### src/rtl/adder_pkg.sv
// Shared types and constants for the bit-serial adder datapath.
package adder_pkg;

   localparam int unsigned DEFAULT_WIDTH = 8;

   typedef enum logic [1:0] {
      IDLE  = 2'd0,
      SHIFT = 2'd1,
      DONE  = 2'd2
   } state_e;

endpackage

### src/rtl/serial_adder_fa.sv
// 1-bit full-adder cell: sum and carry of a, b and carry-in c.
module serial_adder_fa (
   input  logic a,
   input  logic b,
   input  logic c,
   output logic sum,
   output logic carry
);

   assign sum   = a ^ b ^ c;
   assign carry = (a & b) | (c & (a ^ b));

endmodule

### src/rtl/serial_adder.sv
// Bit-serial N-bit adder, LSB first, one full-adder cell plus a carry flop.
// Optional signed-overflow output enabled by SERIAL_ADDER_OVF_EN.
module serial_adder
   import adder_pkg::*;
#(
   parameter int unsigned WIDTH = DEFAULT_WIDTH
) (
   input  logic             clk,
   input  logic             rst_n,
   input  logic             start,
   input  logic [WIDTH-1:0] a_in,
   input  logic [WIDTH-1:0] b_in,
   input  logic             cin,
   output logic             busy,
   output logic             done,
   output logic [WIDTH-1:0] sum_out,
   output logic             cout,
   output logic             ovf
);

   localparam int unsigned CNT_W = $clog2(WIDTH);

   state_e           state_q, state_d;
   logic [WIDTH-1:0] a_sr_q, a_sr_d;
   logic [WIDTH-1:0] b_sr_q, b_sr_d;
   logic [WIDTH-1:0] s_sr_q, s_sr_d;
   logic             carry_q, carry_d;
   logic [CNT_W-1:0] cnt_q, cnt_d;
   logic             busy_q, busy_d;
   logic             done_q, done_d;
   logic [WIDTH-1:0] sum_q, sum_d;
   logic             cout_q, cout_d;
`ifdef SERIAL_ADDER_OVF_EN
   logic             ovf_q, ovf_d;
`endif

   logic fa_sum, fa_carry;

   serial_adder_fa u_fa (
      .a     (a_sr_q[0]),
      .b     (b_sr_q[0]),
      .c     (carry_q),
      .sum   (fa_sum),
      .carry (fa_carry)
   );

   // Next-state and datapath updates; done is a pulse, everything else holds by default.
   always_comb begin
      state_d = state_q;
      a_sr_d  = a_sr_q;
      b_sr_d  = b_sr_q;
      s_sr_d  = s_sr_q;
      carry_d = carry_q;
      cnt_d   = cnt_q;
      busy_d  = busy_q;
      done_d  = 1'b0;
      sum_d   = sum_q;
      cout_d  = cout_q;
`ifdef SERIAL_ADDER_OVF_EN
      ovf_d   = ovf_q;
`endif
      case (state_q)
         IDLE, DONE: begin
            state_d = IDLE;
            if (start) begin
               a_sr_d  = a_in;
               b_sr_d  = b_in;
               carry_d = cin;
               cnt_d   = '0;
               busy_d  = 1'b1;
               state_d = SHIFT;
            end
         end
         SHIFT: begin
            a_sr_d  = {1'b0, a_sr_q[WIDTH-1:1]};
            b_sr_d  = {1'b0, b_sr_q[WIDTH-1:1]};
            s_sr_d  = {fa_sum, s_sr_q[WIDTH-1:1]};
            carry_d = fa_carry;
            cnt_d   = cnt_q + CNT_W'(1);
            if (cnt_q == CNT_W'(WIDTH - 1)) begin
               sum_d   = {fa_sum, s_sr_q[WIDTH-1:1]};
               cout_d  = fa_carry;
`ifdef SERIAL_ADDER_OVF_EN
               // carry_q here is the carry into the MSB
               ovf_d   = carry_q ^ fa_carry;
`endif
               cnt_d   = '0;
               done_d  = 1'b1;
               busy_d  = 1'b0;
               state_d = DONE;
            end
         end
         default: state_d = IDLE;
      endcase
   end

   // State and output registers.
   always_ff @(posedge clk or negedge rst_n) begin
      if (!rst_n) begin
         state_q <= IDLE;
         a_sr_q  <= '0;
         b_sr_q  <= '0;
         s_sr_q  <= '0;
         carry_q <= 1'b0;
         cnt_q   <= '0;
         busy_q  <= 1'b0;
         done_q  <= 1'b0;
         sum_q   <= '0;
         cout_q  <= 1'b0;
`ifdef SERIAL_ADDER_OVF_EN
         ovf_q   <= 1'b0;
`endif
      end else begin
         state_q <= state_d;
         a_sr_q  <= a_sr_d;
         b_sr_q  <= b_sr_d;
         s_sr_q  <= s_sr_d;
         carry_q <= carry_d;
         cnt_q   <= cnt_d;
         busy_q  <= busy_d;
         done_q  <= done_d;
         sum_q   <= sum_d;
         cout_q  <= cout_d;
`ifdef SERIAL_ADDER_OVF_EN
         ovf_q   <= ovf_d;
`endif
      end
   end

   assign busy    = busy_q;
   assign done    = done_q;
   assign sum_out = sum_q;
   assign cout    = cout_q;
`ifdef SERIAL_ADDER_OVF_EN
   assign ovf     = ovf_q;
`else
   assign ovf     = 1'b0;
`endif

endmodule
### config.mk
export PLATFORM = sky130hd
export DESIGN_NAME = serial_adder
export DESIGN_NICKNAME = d
export VERILOG_FILES = /design/src/rtl/adder_pkg.sv /design/src/rtl/serial_adder_fa.sv /design/src/rtl/serial_adder.sv
export SDC_FILE = /design/constraint.sdc
export NUM_CORES = 1
export LEC_CHECK = 0
export CAP_MARGIN = 20
export CORE_MARGIN = 5
export CORE_UTILIZATION = 35
export CTS_CLUSTER_DIAMETER = 200
export DETAILED_ROUTE_END_ITERATION = 6
export PLACE_DENSITY = 0.6
export SLEW_MARGIN = 20
export SYNTH_ARGS = -nofsm -noshare
export SYNTH_HDL_FRONTEND = slang
export SYNTH_SLANG_ARGS = --single-unit
### constraint.sdc
create_clock -name clk -period 1.39 [get_ports clk]
set_input_delay 0.278 -clock clk [delete_from_list [all_inputs] [get_ports clk]]
set_output_delay 0.278 -clock clk [all_outputs]
set_load 0.1 [all_outputs]
# After elaboration in Yosys (flattened, before gate mapping)
# Index checks and enable logic that the tools add are counted.
# W data, S select, Z words.
[classes]
n_addsub = 1
multipliers = 0
n_div = 0
n_lt_le_gt_ge = 0
n_eq_ne = 5
shift = 0
mux = 17
n_bitwise = 5
reduce_logical = 6
[ops]
columns = ["op", "n"]
rows = [
  ["$pmux W8 S2", 2],
  ["$mux W8", 2],
  ["$mux W1", 6],
  ["$mux W3", 2],
  ["$pmux W3 S2", 1],
  ["$ne A2 B2 Y1 const B", 2],
  ["$pmux W1 S2", 2],
  ["$pmux W2 S2", 1],
  ["$reduce_and A2 Y1", 2],
  ["$add A3 B1 Y3 const B", 1],
  ["$eq A3 B3 Y1 const B", 1],
  ["$reduce_and A3 Y1", 1],
  ["$and A1 B1 Y1", 2],
  ["$eq A2 B1 Y1 const B", 1],
  ["$eq A2 B2 Y1 const B", 1],
  ["$logic_not A2 Y1", 1],
  ["$mux W2", 1],
  ["$reduce_bool A2 Y1", 1],
  ["$reduce_or A2 Y1", 1],
  ["$xor A1 B1 Y1", 2],
  ["$or A1 B1 Y1", 1],
]
[word_totals]
register_bits = 41
latch_bits = 0
mem_bits_rw = 0
mem_bits_ro = 0
input_bits = 20
output_inout_bits = 12
wordCells = 44
memories = 0

# Logic depth before layout (Yosys ltp)
# Gate-level depths: netlist of the first run.
[depth]
ltp_word = 4
ltp_mapped = 6
ltp_nobuf = 5

# Cells and area by module
# A second synthesis of the first run with hierarchy kept.
[unflattened]
cells_unflattened = 143
hier_area_um2 = 1996.9
[by_module_without_submodules]
columns = ["mod", "instances", "cells_each", "area_per_inst_um2", "seq_area_each_um2"]
rows = [
  ["serial_adder", 1, 142, 1976.9, 1001.0],
  ["serial_adder_fa", 1, 1, 20.0, 0.0],
]

# Worst setup path before layout of the first run
# Ideal clock, no wire load.
[synth_path]
path_kind = "flip-flop to flip-flop"
from = "register cnt_q[0]"
to = "register cout_q, in the netlist cout"
setup_ps = 125
arrival_time_ps = 1348
t_required_ps = 1265
path_slack_ps = -84
stages_incl_launch_ff = 6
path_buffers = 1
synth_period_minus_slack_ps = 1474
path_cell_list = "dfrtp_1 -> ha_1 -> ha_1 -> nand3b_2 -> buf_6 -> mux2_4"
[synth_via]
elab_chain_len = 2
[synth_lines]
columns = ["element", "line_no", "source"]
rows = [
  ["start: declaration", "serial_adder.sv:28", "logic [CNT_W-1:0] cnt_q, cnt_d;"],
  ["start signal: assignment", "serial_adder.sv:119", "cnt_q <= cnt_d;"],
  ["$eq A3 B3 Y1", "serial_adder.sv:80", "if (cnt_q == CNT_W'(WIDTH - 1)) begin"],
  ["$reduce_and A2 Y1 (no line)", "-", ""],
  ["end signal: assignment", "serial_adder.sv:123", "cout_q <= cout_d;"],
  ["end: declaration", "serial_adder.sv:32", "logic cout_q, cout_d;"],
]
# No other way between the ends.
# A chain may end at the register's enable or synchronous reset.

# Worst setup path after layout of the first run
[layout_path]
from = "register cnt_q[1]"
to = "register sum_q[4], in the netlist sum_out[4]"
[layout_via]
elab_chain_len = 2
[layout_lines]
columns = ["element", "line_no", "source"]
rows = [
  ["$eq A3 B3 Y1", "serial_adder.sv:80", ""],
  ["$reduce_and A2 Y1 (no line)", "-", ""],
  ["end signal: assignment", "serial_adder.sv:122", "sum_q <= sum_d;"],
  ["end: declaration", "serial_adder.sv:31", "logic [WIDTH-1:0] sum_q, sum_d;"],
]
# No other way between the ends.

==> results of run 1 <==
## report_power, final
group	switching, mW	internal (mW)	leakage (nW)
clock network	0.421	0.898	0.0784
logic	1.86	1.64	0.580
registers	0.492	1.72	0.477
## cell type report
class	count	area, µm²	share of cell area, %
Clock inverter	3	90.09	3.414
Clock buffer	5	68.82	2.608
Multi-Input combinational cell	99	847.1	32.10
Timing Repair Buffer	43	531.8	20.15
Inverter	3	11.26	0.4267
Sequential cell	40	1002	37.98
Tap cell	70	87.58	3.319
## cell families after synthesis
group | Yosys count | share of synthesized area [%]
flops | 40 | 53.02
compound gates | 37 | 12.53
mux | 33 | 20.01
simple gates | 24 | 7.488
buf+inv | 15 | 4.373
fa+ha+maj | 3 | 2.386
other cells | 1 | 0.1986
## synth_stat cells (all sizes together) (3+ instances only)
cell,n
nand3,3
dfrtp,40
mux2,17
a21oi,14
a22o,3
inv,3
a211oi,14
o21ai,3
nor2b,14
buf,11
mux2i,16
## per-layer routing
metal  wire length [µm]  track usage (%)
met1               1654            14.56
met2               1785            18.22
met3                243            5.050
met4                 52            4.094
met5                  0                0
## cells in the final DEF, fill, tap and decap left out, drive strengths merged
cell type and count:
dfrtp 40, buf 25, clkdlybuf4s50 18, mux2 17
mux2i 16, nor2b 14, a211oi 14, a21oi 14
clkbuf 5, inv 3, o21ai 3, a22o 3
nand3 3, bufinv 3, nand2b 2, nor2 2
nand2 2, nand3b 2, ha 2, o22ai 1
a31oi 1, o31ai 1, fa 1, conb 1
## flip-flops by register name, indices dropped and copies added (netlist names)
signal / cells
a_sr_q: 8
b_sr_q: 8
busy: 1
carry_q: 1
cnt_q: 3
cout: 1
done: 1
s_sr_q: 7
state_q: 2
sum_out: 8
## per-stage QoR
step                std cells  setup slack [ns]
CTS                       262         -0.006946
global route              263          -0.03065
detailed placement        252          -0.09935
finish                    263          0.004824
global placement          252          -0.04485
floorplan                 153           0.01255
## path summary, 6_finish.rpt
kind	start	to	slack [ns]	cells past startpoint
worst max-delay path	cnt_q[1]	sum_out[4]	0.005	4
worst max register to register	cnt_q[1]	sum_out[4]	0.005	4
worst min-delay path	rst_n	sum_out[1]	0.04	2
max in group asynchronous	rst_n	state_q[0]	0.97	2
min in group clk	s_sr_q[1]	sum_out[0]	0.51	1
worst min register to register	s_sr_q[1]	sum_out[0]	0.51	1
## repair_timing
| item | in CTS | in global routing |
|---|---|---|
| setup endpoints to repair | 9 | 7 |
| pin swaps | 0 | 1 |
| gates resized for setup | 1 | 3 |
| setup buffers | 1 | 1 |
| cloned | 1 | 0 |
==> flow_summary.toml, run 1 <==
[status]
status = "finished, final reports clean"

[sta]
worst_pin_slew_ns = 0.5054
finalSetupViolCount = 0
max_slew_margin_pct = 66.30
fin_skew_ns = 0.003243
hold_viol_final = 0
fin_crit_sh_pct = 99.65
max_freq_mhz = 721.9
timing.hold.ws_ns = 0.03771
timing.final.crit_period_ns = 1.385
drv_slew = 0
finalSetupTns_ns = 0
rsz0062_at_grt = "yes"

[job]
drv_cap = 0

[critical_path]
critPathArrivalTime_ns = 1.56
timing_worst_setup_path_type = "flip-flop to flip-flop"
slowest_stage = "dfrtp_1"
cp.buffers_inverters = 0
required_ns = 1.57
start_kind = "flip-flop"
endpoint_kind = "flip-flop"
cpLargestDelayFamily = "flip-flops"
critical_path.cell_chain = "ha_2, ha_4, nand3b_2, mux2_4"
critPathMaxFanout = 5
max_stage_delay_ns = 0.39

[final_layout]
finish.utilization_pct = 51.02
area_growth_syn_to_layout_pct = 39.76
diodes = 0
drive_gt1_share_pct = 28.50
nFillCells = 446
finalNetCount = 215
fin_area_um2 = 2639

[clock_tree]
cts_root_buffer = "clkbuf_8"
cts_sinks = 40
cts_tree = "yes"
clk_pin_slew_ns = 0.08
cts_made_buffers = 5
clockBufferDepth = 2
worstSkewPairLatency_ns = 0.29
ctsHoldBuffers = 0
h-tree-depth = 2

[route]
avgViaCountPerCell = 4.939
drc_errors = 0
first_pass_iters = 4
drt_iter0_drc = 38
via_count = 1299
wire_per_inst_um = 14.20
ant_nets = 0
routed_wl_mm = 3.735

[min_path]
hold_path.class = "input pin to asynchronous set/reset pin"

[power_and_ir_drop]
p_leak_nw = 1.135
powerDensity_nw_per_um2 = 2666
ir_drop_v = 0.001196
p_total_mw = 7.035

[grt]
globalRoute.totalOverflow = 0
first_global_vias = 1369
track_usage_pct = 11.72
antenna_found_initial = 0
grt_pass1_wl_mm = 6.658
grt_max_degree = 41

[die]
core_area_um2 = 5172
start_util_pct = 36.50
rows = 26
io_pins = 32
die_w_um = 83.45
die-area_um2 = 6963
die-height_um = 83.45

[yosys]
synthCells = 153
synth_seq_cells = 40
synth_top_area_share_pct = 53.02
ys.warnings.count = 0
synth_fp_nets = 176
syn_area_per_cell_um2 = 12.34
synth.cell_area_um2 = 1888
synth_edf_count = 0
synth_cell_type_count = 26
ys_top_cells_by_area = "dfrtp_1 (53%), mux2i_1 (8.5%), mux2_2 (6.0%)"
seq_area_frac_synth_pct = 53.02
async_flop_share_pct = 100.0
synthFlopType = "dfrtp_1"
synth_top_area_cell = "dfrtp_1"

[place]
post_dp_cell_area_um2 = 2441
port_buffers = 30
routabilityCongestion = 0.7212
dp_hpwl_mm = 2.555
Note: power is estimated with default switching activity, not from simulation.
==> inputs of run 2 (changes only) <==
--- a/config.mk
+++ b/config.mk
@@ -10,8 +10,9 @@
 export CORE_UTILIZATION = 35
 export CTS_CLUSTER_DIAMETER = 200
 export DETAILED_ROUTE_END_ITERATION = 6
-export PLACE_DENSITY = 0.6
+export PLACE_DENSITY = 0.59
 export SLEW_MARGIN = 20
 export SYNTH_ARGS = -nofsm -noshare
 export SYNTH_HDL_FRONTEND = slang
+export SYNTH_HIERARCHICAL = 1
 export SYNTH_SLANG_ARGS = --single-unit
==> run 2 against run 1 <==
Against the previous run: clock skew increased by 0.0040 ns; combinational power about the same; cell count decreased by 3.0%; worst setup slack improved by 0.035 ns; die area increased by 5.1%; non-clock buffer count decreased by 1; via count decreased by 3.7%; critical endpoint is now sum_out[3]; largest cell class unchanged.
==> flow_summary.toml, run 2 <==
[grt]
antenna_found_initial = 0
track_usage_pct = 11.06
grt_max_degree = 26
grt_pass1_wl_mm = 6.520
first_global_vias = 1376
globalRoute.totalOverflow = 0

[yosys]
synth_cell_type_count = 25
syn_area_per_cell_um2 = 13.96
synth_top_area_share_pct = 50.13
synthFlopType = "dfrtp_1"
synth_top_area_cell = "dfrtp_1"
synth_seq_cells = 40
netlist_top_cells_count = "mux2i_1 (47), dfrtp_1 (40), mux2_2 (9)"
synth_fp_nets = 166
synth_most_common_cell = "mux2i_1"
synth_fa_ha_area_share_pct = 2.256
ys_top_cells_by_area = "dfrtp_1 (50%), mux2i_1 (24%), mux2_4 (6.0%)"
synth_edf_count = 0
synth_compound_area_share_pct = 2.694
seq_area_frac_synth_pct = 50.13
synth_top_family_by_area = "multiplexers"
synthMuxAreaShare_pct = 34.65
synth_xor_area_share_pct = 0
synthCells = 143
synth.cell_area_um2 = 1997
async_flop_share_pct = 100.0
ys.warnings.count = 6
synthSimpleGateAreaFrac_pct = 4.825

[critical_path]
slowest_stage = "dfrtp_1"
r2r_start = "cnt_q[1]"
endpoint_kind = "flip-flop"
max_stage_delay_ns = 0.38
rrSetupSlack_ns = 0.04
required_ns = 1.57
critPathArrivalTime_ns = 1.53
critPathMaxFanout = 6
critical_path.cell_chain = "ha_2, ha_4, nand3b_4, mux2_4"
start_kind = "flip-flop"
timing_worst_setup_path_type = "flip-flop to flip-flop"
reg2reg_to = "sum_out[3]"
worst-r2r-cell-count = 4

[route]
avgViaCountPerCell = 4.906
first_pass_iters = 3
via_count = 1251
routed_wl_mm = 3.764
wire_per_inst_um = 14.76
drt_iter0_drc = 44
ant_nets = 0
drc_errors = 0

[place]
routabilityCongestion = 0.7231
port_buffers = 30
dp_cells = 244
dp_hpwl_mm = 2.768

[power_and_ir_drop]
p_clk_share_pct = 13.9
pwr-share-seq_pct = 33.5
powerDensity_nw_per_um2 = 2478
internal-power_mw = 3.882
p_sw_mw = 2.757
p_leak_nw = 1.275
ir_drop_v = 0.001125
p_comb_share_pct = 52.6
switching_share_pct = 41.53

[final_layout]
area_growth_syn_to_layout_pct = 34.15
final_common_cell = "mux2i_1"
diodes = 0
drive_gt1_share_pct = 30.05
stdcell_count = 255
final_cell_mix = "mux2i_1 (47), dfrtp_1 (39), clkdlybuf4s50_1 (18), buf_12 (13)"
finalNetCount = 205

[sta]
timing.hold.ws_ns = 0.4443
fin_skew_ns = 0.007226
finalSetupViolCount = 0
timing.final.crit_period_ns = 1.350
fin_crit_sh_pct = 97.13
rsz0062_at_grt = "yes"
max_freq_mhz = 740.7
hold_viol_final = 0
drv_slew = 0

[job]
drv_cap = 0

[die]
die_w_um = 85.54
rows = 27
die-height_um = 85.54
io_pins = 32
start_util_pct = 36.04
die-area_um2 = 7316
core_area_um2 = 5540

[clock_tree]
cts_root_buffer = "clkbuf_8"
worstSkewPairLatency_ns = 0.29
cts_made_buffers = 5
clk_pin_slew_ns = 0.08
cts_sinks = 40
clockBufferDepth = 2
h-tree-depth = 2
cts_tree = "yes"

[status]
status = "finished, final reports clean"

[min_path]
hold_path.class = "input pin to asynchronous set/reset pin"
[run 2: cell count changes in the layout (fill, tap and decap cells not counted), moves of 2 or more]
cell / change
a211oi_1: -14
bufinv_16: -2
nand2_1: -2
a22o_1: -2
nor2b_1: -12
nand2b_1: -2
mux2i_1: +31
a21oi_1: -14
[run 2: cell families (layout without fill, tap and decap cells)]
group,after synthesis,in the layout
AO/OA/AOI/OAI,8,8
adder cells (fa/ha/maj),3,3
buffers and inverters,15,54
flip-flops,40,40
multiplexers,64,64
other,1,1
AND/OR/NAND/NOR,12,13
[run 2: worst max-delay path by stage]
stage / start / end / slack, ns / cells after the start
after floorplan: cnt_q[0] / cout / 0.02 / 5
after global placement: start / cnt_q[1] / -0.004 / 4
after detailed placement: start / b_sr_q[3] / -0.09 / 4
after CTS: cnt_q[0] / sum_out[0] / 0.004 / 4
after global routing: cnt_q[1] / cnt_q[0] / -0.02 / 4
final: cnt_q[1] / sum_out[3] / 0.04 / 4
[run 2: worst max-delay path, delay by kind of cell (launching register included)]
| kind | cells | cell delay (ns) |
|---|---|---|
| simple gates | 1 | 0.15 |
| fa+ha+maj | 2 | 0.39 |
| flops | 1 | 0.38 |
| mux | 1 | 0.32 |
[run 2: per-layer routing]
metal  global-route usage, %  part of all wire [%]
met2                   19.21                    51
met3                   3.074                   5.2
met1                   13.44                    43
met5                       0                     0
met4                   3.022                   1.1
[run 2: area by class of cell]
class,count,area [µm²]
clock inverters,2,35.03
clock buffers,6,72.57
well taps,72,90.09
inverters,4,15.01
repair buffers,42,523.0
fillers,509,2861
multi-input cells,89,940.9
flip-flops and latches,40,1002
[run 2: power groups by stage]
stage / clock network, mW / registers, mW / logic, mW
floorplan: 0 / 3.09 / 1.47
global placement: 0 / 2.20 / 3.37
detailed placement: 0 / 2.24 / 3.45
CTS: 0.947 / 2.23 / 3.47
global route: 1.01 / 2.31 / 3.72
finish: 0.924 / 2.23 / 3.49
[run 2: metrics by stage]
step	total power [mW]	worst slack (ns)	cell area [µm²]	util, %	TNS (ns)
2_1_floorplan	4.560	0.02076	2016	-	0
3_3_place_gp	5.572	-0.003611	2517	45.44	-0.005598
3_5_place_dp	5.689	-0.09383	2517	45.44	-0.5826
4_1_cts	6.646	0.004467	2646	47.76	0
5_1_grt	7.036	-0.01777	2679	48.35	-0.01777
6_report	6.639	0.03994	2679	48.35	0
[run 2: repair_timing]
action                                  4_1_cts  5_1_grt
endpoints found under the setup margin        9        6
pin swaps                                     1        1
buffers inserted                              0        1
gates resized for setup                       0        5
hold buffers                                  1        0
hold endpoints to repair                     15        0
cloned                                        1        0
